<file path="config.mk">
export PLATFORM = sky130hd
export DESIGN_NAME = mux_nto1_stream
export DESIGN_NICKNAME = d
export VERILOG_FILES = /design/src/rtl/mux_pkg.sv /design/src/rtl/mux_scan_ptr.sv /design/src/rtl/mux_nto1_stream.sv
export SDC_FILE = /design/constraint.sdc
export NUM_CORES = 1
export LEC_CHECK = 0
export ABC_AREA = 1
export BUFFER_PORTS_ARGS = -buffer_cell sky130_fd_sc_hd__clkbuf_2
export CORE_MARGIN = 2
export CORE_UTILIZATION = 50
export DETAILED_ROUTE_END_ITERATION = 8
export PLACE_DENSITY = 0.73
export SLEW_MARGIN = 20
export SYNTH_ARGS = -nofsm -noshare
export SYNTH_HDL_FRONTEND = slang
export SYNTH_HIERARCHICAL = 1
export SYNTH_SLANG_ARGS = --single-unit
</file>
<file path="constraint.sdc">
create_clock -name clk -period 3.9 [get_ports clk]
set_input_delay 0 -clock clk [delete_from_list [all_inputs] [get_ports clk]]
set_output_delay 0 -clock clk [all_outputs]
set_load 0.02 [all_outputs]
</file>
<file path="src/rtl/mux_pkg.sv">
// Shared types and helpers for the N-to-1 streaming multiplexer.
package mux_pkg;

   typedef enum logic {MODE_MANUAL = 1'b0, MODE_SCAN = 1'b1} mode_e;
   typedef enum logic {ST_MANUAL = 1'b0, ST_SCAN = 1'b1} state_e;

   // Upper bounds used to give ch_slice a fixed signature; callers zero-pad
   // their packed channel bus up to MAX_CH*MAX_W and keep the low W bits.
   localparam int unsigned MAX_CH = 16;
   localparam int unsigned MAX_W  = 32;

   // Returns channel k of a packed bus whose channels are w bits wide.
   function automatic logic [MAX_W-1:0] ch_slice(input logic [MAX_CH*MAX_W-1:0] data,
                                                 input int unsigned k,
                                                 input int unsigned w);
      logic [MAX_CH*MAX_W-1:0] sh;
      sh = data >> (k * w);
      return sh[MAX_W-1:0];
   endfunction

endpackage

</file>
<file path="src/rtl/mux_scan_ptr.sv">
// Round-robin channel pointer for SCAN mode: dwells DWELL captures per
// channel, skips channels with no valid data, wraps N_CH-1 -> 0.
module mux_scan_ptr #(
   parameter int N_CH  = 4,
   parameter int DWELL = 4,
   parameter int SEL_W = $clog2(N_CH)
) (
   input  logic             clk,
   input  logic             rst,
   input  logic             enable,   // FSM is in SCAN
   input  logic             capture,  // a sample was taken from ptr this cycle
   input  logic             idle,     // slot free but ptr channel has no data
   input  logic             restart,  // entering SCAN: back to channel 0
   output logic [SEL_W-1:0] ptr
);

   localparam logic [SEL_W-1:0] LAST_CH  = SEL_W'(N_CH - 1);
   localparam logic [7:0]       LAST_CNT = 8'(DWELL - 1);

   logic [SEL_W-1:0] ptr_q, ptr_d, ptr_nxt;
   logic [7:0]       cnt_q, cnt_d;

   assign ptr_nxt = (ptr_q == LAST_CH) ? '0 : ptr_q + 1'b1;
   assign ptr     = ptr_q;

   // Next pointer/dwell count; restart wins over any advance on the same edge.
   always_comb begin
      ptr_d = ptr_q;
      cnt_d = cnt_q;
      if (restart) begin
         ptr_d = '0;
         cnt_d = '0;
      end else if (enable) begin
         if (capture) begin
            if (cnt_q == LAST_CNT) begin
               cnt_d = '0;
               ptr_d = ptr_nxt;
            end else begin
               cnt_d = cnt_q + 8'd1;
            end
         end else if (idle) begin
            cnt_d = '0;
            ptr_d = ptr_nxt;
         end
      end
   end

   // Pointer state register.
   always_ff @(posedge clk) begin
      if (rst) begin
         ptr_q <= '0;
         cnt_q <= '0;
      end else begin
         ptr_q <= ptr_d;
         cnt_q <= cnt_d;
      end
   end

endmodule

</file>
<file path="src/rtl/mux_nto1_stream.sv">
// N-channel registered multiplexer with valid/ready output, manual or
// round-robin scan selection, and a registered bad-select flag.
module mux_nto1_stream
   import mux_pkg::*;
#(
   parameter  int N_CH  = 4,
   parameter  int W     = 1,
   parameter  int DWELL = 4,
   localparam int SEL_W = $clog2(N_CH)
) (
   input  logic              clk,
   input  logic              rst,
   input  logic [N_CH*W-1:0] in_data,
   input  logic [N_CH-1:0]   in_valid,
   input  logic              mode,
   input  logic [SEL_W-1:0]  sel,
   output logic [W-1:0]      out_data,
   output logic [SEL_W-1:0]  out_ch,
   output logic              out_valid,
   input  logic              out_ready,
   output logic              sel_err
);

   localparam logic [SEL_W:0] N_CH_L = (SEL_W + 1)'(N_CH);

   state_e            state_q, state_d;
   mode_e             mode_m;
   logic              restart;
   logic [SEL_W-1:0]  ptr, cur;
   logic              cur_ok, free, capture, idle;
   logic [W-1:0]      out_data_q, out_data_d;
   logic [SEL_W-1:0]  out_ch_q, out_ch_d;
   logic              out_valid_q, out_valid_d;
   logic              sel_err_q, sel_err_d;
   logic [MAX_CH*MAX_W-1:0] data_pad;
   logic [MAX_W-1:0]  slice;

   assign mode_m   = mode_e'(mode);
   assign data_pad = (MAX_CH*MAX_W)'(in_data);
   assign slice    = ch_slice(data_pad, int'(cur), W);

   // Mode FSM; restart pulses on the MANUAL -> SCAN edge.
   always_comb begin
      state_d = state_q;
      restart = 1'b0;
      case (state_q)
         ST_MANUAL: if (mode_m == MODE_SCAN) begin
            state_d = ST_SCAN;
            restart = 1'b1;
         end
         ST_SCAN: if (mode_m == MODE_MANUAL) state_d = ST_MANUAL;
         default: state_d = ST_MANUAL;
      endcase
   end

   // Channel choice and handshake qualifiers, all from the current state.
   always_comb begin
      cur     = (state_q == ST_SCAN) ? ptr : sel;
      cur_ok  = {1'b0, cur} < N_CH_L;
      free    = !out_valid_q || out_ready;
      capture = free && cur_ok && in_valid[cur];
      idle    = free && !in_valid[ptr];
   end

   // Output slot next state: load on capture, drain when free, else hold.
   always_comb begin
      out_data_d  = out_data_q;
      out_ch_d    = out_ch_q;
      out_valid_d = out_valid_q;
      if (capture) begin
         out_data_d  = slice[W-1:0];
         out_ch_d    = cur;
         out_valid_d = 1'b1;
      end else if (free) begin
         out_valid_d = 1'b0;
      end
      sel_err_d = (state_q == ST_MANUAL) && !cur_ok;
   end

   // State and output registers.
   always_ff @(posedge clk) begin
      if (rst) begin
         state_q     <= ST_MANUAL;
         out_data_q  <= '0;
         out_ch_q    <= '0;
         out_valid_q <= 1'b0;
         sel_err_q   <= 1'b0;
      end else begin
         state_q     <= state_d;
         out_data_q  <= out_data_d;
         out_ch_q    <= out_ch_d;
         out_valid_q <= out_valid_d;
         sel_err_q   <= sel_err_d;
      end
   end

   mux_scan_ptr #(
      .N_CH  (N_CH),
      .DWELL (DWELL),
      .SEL_W (SEL_W)
   ) u_scan_ptr (
      .clk     (clk),
      .rst     (rst),
      .enable  (state_q == ST_SCAN),
      .capture (capture),
      .idle    (idle),
      .restart (restart),
      .ptr     (ptr)
   );

   assign out_data  = out_data_q;
   assign out_ch    = out_ch_q;
   assign out_valid = out_valid_q;
   assign sel_err   = sel_err_q;

endmodule

</file>
# Word-level counts from Yosys, hierarchy flattened
# Cells that the tools add are included.
[op_classes]
shift = 1
addsub = 2
eq_ne = 3
n_reduce_logical = 10
order_cmp = 2
n_mux = 16
[op_table]
columns = ["operator", "count"]
rows = [
  ["8-bit two-way mux", 3],
  ["2-bit two-way mux", 5],
  ["8-bit by 1-bit adder with 8-bit output, second input constant", 1],
  ["8-bit by 2-bit == test with 1-bit output, second input constant", 1],
  ["2-bit by 3-bit < comparator with 1-bit output, second input constant", 2],
  ["1-bit two-way mux", 6],
  ["1-bit binary-select mux with 2-bit select", 2],
  ["2-bit nonzero test", 2],
  ["4-bit by 2-bit >> shifter with 1-bit output", 1],
  ["3-bit AND reduction", 1],
  ["2-bit by 1-bit adder with 2-bit output, second input constant", 1],
  ["2-bit == test, second input constant", 1],
  ["1-bit logical AND", 2],
  ["1-bit logical NOT", 2],
  ["2-bit by 1-bit != test with 1-bit output, second input constant", 1],
  ["2-bit AND reduction", 1],
  ["2-bit OR reduction", 1],
  ["1-bit logical OR", 1],
]
[totals]
register_bits = 15
input_bits = 14
out_inout_bits = 5
elab_cells = 40

# Logic depth before layout (Yosys ltp)
[logic_depth]
ltp_word = 6
ltp_mapped = 13
ltp_nobuf = 13

# Hierarchy
# The synthesis kept the hierarchy.
[modules_own_cells]
columns = ["mod", "cells_each", "area_per_inst_um2", "seq_area_each_um2", "instances"]
rows = [
  ["mux_scan_ptr", 80, 570.5, 200.2, 1],
  ["mux_nto1_stream", 80, 459.2, 100.1, 1],
]

# Worst setup path before layout
# Ideal clock, no wire load.
[synth_path]
kind = "register -> register"
startpoint = "register state_q"
endpoint = "register u_scan_ptr.cnt_q[5]"
path_stages_with_launch = 14
t_arrival_ns = 1.516
setup_ns = 0.115
path_slack_ns = 2.269
required_time_ns = 3.785
n_path_buf = 0
path_cell_list = "dfxtp_1 > inv_2 > nand2_4 > nand2_4 > nand2_2 > nand3_2 > nand3_4 > inv_1 > nor2_1 > nor2_4 > nand2_2 > nor2_4 > xnor2_1 > nor2_2"
[synth_between]
elab_chain_len = 6
word_cells_on_any_way = 9
classes_between = "5 x mux; 4 x reduce/logical"
[synth_lines]
columns = ["element", "line", "source"]
rows = [
  ["start, declared", "mux_nto1_stream.sv:26", "state_e state_q, state_d;"],
  ["start signal, assigned", "mux_nto1_stream.sv:89", "state_q <= state_d;"],
  ["2-bit two-way mux (*)", "mux_nto1_stream.sv:58", "cur = (state_q == ST_SCAN) ? ptr : sel;"],
  ["1-bit binary-select mux with 2-bit select (*)", "mux_nto1_stream.sv:61", "capture = free && cur_ok && in_valid[cur];"],
  ["1-bit two-way mux (not written as such) (*)", "mux_nto1_stream.sv:61", ""],
  ["1-bit logical AND (*)", "mux_nto1_stream.sv:61", ""],
  ["via capture", "mux_nto1_stream.sv:30", "logic cur_ok, free, capture, idle;"],
  ["2-bit nonzero test (no source line)", "--", ""],
  ["2-bit AND reduction (no source line)", "--", ""],
  ["end signal, assigned", "mux_scan_ptr.sv:55", "cnt_q <= cnt_d;"],
  ["end, declared", "mux_scan_ptr.sv:21", "logic [7:0] cnt_q, cnt_d;"],
]
# The timed path passes the listed nets; every way through them passes the cells marked *. The select of a mux whose other input is x is not followed.
# A chain may end at the register's enable or synchronous reset.

# Worst setup path in the final report
[layout_path]
startpoint = "register state_q"
endpoint = "register u_scan_ptr.cnt_q[7]"
# The elaborated chain is that of the path after synthesis.

==> metrics <==
Die H 49.4 um; Core Area 1960 um2; port buffer count 17; Crit Path Max Fanout 9; status completed; Combinational Power Share 24.5%; NumNets Final 200; H-tree depth 1; Worst EP required 4.12 ns; gpl congestion 0.821; setup TNS 0 ns; LEAKAGE 0.000613 uW; cell count after synthesis 160; Tot GR Track Use 19.2%; CP arrival 2.09 ns; Pwr Density 288 nW/um2; diode count 0; area grow syn2layout 15.4%; final WL 2040 um; post-layout min period 1.87 ns; Fill cells 199; placed inst area 1140 um2; DR pass1 iterations 4; worst skew pair latency 0.28 ns; Clk pwr share 27.0%; Die ar. 2440 um2; placed wire-length estimate 1660 um; Worst-path clk slew 0.10 ns; first-pass GRT wire length 3640 um; Final Hold Viols 0; worst vdd ir 0.207 mV; Min-Delay Path Class primary input to flip-flop; syn nets 177; Yosys reg bits 15; syn_area_per_cell 6.44 um2; Final setup viols 0; RSZ-0062 raised after global routing no; Post-CTS Setup Repair Bufs 0; Yosys cell types 24; sequential area share after synthesis 29.2%; GRT overflow 0; top cells by area, synth dfxtp_1, nand2_1, inv_1, nand3_1, nor2_1; Chip Width 49.4 um; largest net degree at the start of global routing 10; Tcrit/Tclk final 47.9%; Design Area, Final 1190 um2; Hold Buf Count CTS 2; Crit. End Element flip-flop; clk sinks 15; Initial Util 52.5%; CP startpoint kind flip-flop; top cell type's share of synthesized area 29.2%; Sw Pwr 114 uW; DR WL/cell 9.77 um; CTS tree done; critical setup path kind flip-flop to flip-flop; switching fraction of total power 33.2%; hold_ws 0.0748 ns; Max Clock Skew 0.000682 ns; Synth Warn # 6; vias in the first global route 943; fmax 0.535 GHz; CTS root buf clkbuf_4; initial antenna violation count 0; Max-Cap Viols 0; vias per cell 4.71; Mapped Area 1030 um2; share of post-route cells with drive strength above 1 24.7%; cts repair resizes 0; leading area contributor after synthesis dfxtp_1; Slew Limit Fails 0; DR vias 984; Detail Route Antenna Nets 0; Int Pwr 229 uW; Seq pwr share 48.5%; drt first-iter violations 15; DRC 0; I/O pins 19; site row count 16; TritonCTS Buffers 3; CTS max path bufs 2
## flip-flops by register name (all words and copies together), names as in the netlist
name              flops
u_scan_ptr/cnt_q      8
state_q               1
u_scan_ptr/ptr        2
out_ch                2
out_valid             1
out_data              1
## worst paths after layout
kind                                    start                          endpoint  slack, ns  cells after the start
min reg2reg  u_scan_ptr/cnt_q[7]$_SDFFE_PP0P_  u_scan_ptr/cnt_q[7]$_SDFFE_PP0P_       0.50                      2
max reg2reg                state_q$_SDFF_PP0_  u_scan_ptr/cnt_q[7]$_SDFFE_PP0P_       2.03                     10
min                                 out_ready            out_valid$_SDFFE_PP0P_       0.07                      4
max                        state_q$_SDFF_PP0_  u_scan_ptr/cnt_q[7]$_SDFFE_PP0P_       2.03                     10
## area by class of cell
| type | instances | area (um2) | share of cell area [%] |
|---|---|---|---|
| inverters | 32 | 120 | 10.1 |
| well taps | 27 | 33.8 | 2.84 |
| repair buffers | 19 | 105 | 8.84 |
| multi-input cells | 112 | 602 | 50.6 |
| flip-flops and latches | 15 | 300 | 25.3 |
| clock inverters | 1 | 5.00 | 0.421 |
| clock buffers | 3 | 22.5 | 1.89 |
## placed cells by master, fill, tap and decap left out
| cell type | synthesis | layout |
|---|---|---|
| clkbuf_2 | 0 | 17 |
| nand2_1 | 42 | 42 |
| dlygate4sd3_1 | 0 | 2 |
| nand2_4 | 3 | 3 |
| dfxtp_1 | 15 | 15 |
| nand4_1 | 2 | 2 |
| nand2_2 | 4 | 4 |
| o21ai_2 | 1 | 1 |
| xor2_1 | 2 | 2 |
| o21ai_0 | 2 | 2 |
| nand3_4 | 1 | 1 |
| nor2_1 | 18 | 18 |
| o21ai_1 | 3 | 3 |
| clkinv_2 | 0 | 1 |
| nand3_1 | 14 | 14 |
| clkbuf_4 | 0 | 3 |
| a21oi_1 | 3 | 3 |
| xnor2_1 | 1 | 1 |
| nor2_4 | 2 | 2 |
| inv_2 | 4 | 4 |
| nor2_2 | 4 | 4 |
| conb_1 | 1 | 1 |
| inv_1 | 28 | 28 |
| a21boi_0 | 1 | 1 |
| a21oi_2 | 3 | 3 |
| nand3_2 | 2 | 2 |
| ha_1 | 3 | 3 |
## worst max-delay path: stages, from the launching register on
cell,delay [ns]
dfxtp_1,0.52
nand2_1,0.11
o21ai_1,0.19
nand3_2,0.13
nand3_4,0.11
inv_1,0.08
o21ai_1,0.29
nor2_1,0.11
nand3_1,0.08
nand2_1,0.06
a21oi_2,0.13
## synthesized netlist by cell type
library cell	count
inv_2	4
nor2_1	18
xnor2_1	1
conb_1	1
buf_4	1
nor2_2	4
inv_1	28
nand2_1	42
nand2_4	3
o21ai_0	2
xor2_1	2
nand3_4	1
nand3_2	2
a21boi_0	1
nand2_2	4
o21ai_1	3
nor2_4	2
nand4_1	2
ha_1	3
dfxtp_1	15
o21ai_2	1
nand3_1	14
a21oi_1	3
a21oi_2	3
## through the flow
stage | total power [uW] | instances | setup slack, ns | utilization (%)
after global routing | 365 | 209 | 1.83 | 60.6
after floorplan | 230 | 160 | 2.27 | -
after detailed placement | 253 | 203 | 2.07 | 58.2
after global placement | 250 | 203 | 2.14 | 58.2
final | 343 | 209 | 2.03 | 60.6
after CTS | 347 | 209 | 2.01 | 60.6
## power groups by stage
| stage | Clock (uW) | Combinational (uW) | Sequential, uW |
|---|---|---|---|
| finish | 92.4 | 84.0 | 166 |
| global route | 102 | 94.7 | 168 |
| CTS | 95.7 | 84.6 | 167 |
| detailed placement | 0 | 82.5 | 170 |
| global placement | 0 | 81.0 | 169 |
| floorplan | 0 | 54.3 | 176 |
## routing by layer
| layer | vias up | global-route usage (%) | routed length, um |
|---|---|---|---|
| met3 | 2 | 3.99 | 56 |
| met4 | 0 | 6.48 | 12 |
| met5 | - | 0 | 0 |
| met2 | 10 | 34.9 | 1030 |
| li1 | 534 | - | - |
| met1 | 438 | 22.1 | 938 |
## cells by family (layout without fill, tap and decap cells)
logic type               after synthesis  in the layout  share of synthesized area, %
AND/OR/NAND/NOR                       92             92                          43.9
buffers and inverters                 33             55                          12.4
flip-flops                            15             15                          29.2
AO/OA/AOI/OAI                         13             13                          8.02
adder cells (fa/ha/maj)                3              3                          3.65
XOR/XNOR                               3              3                          2.55
other                                  1              1                         0.364
(Power assumes the default switching activity.)
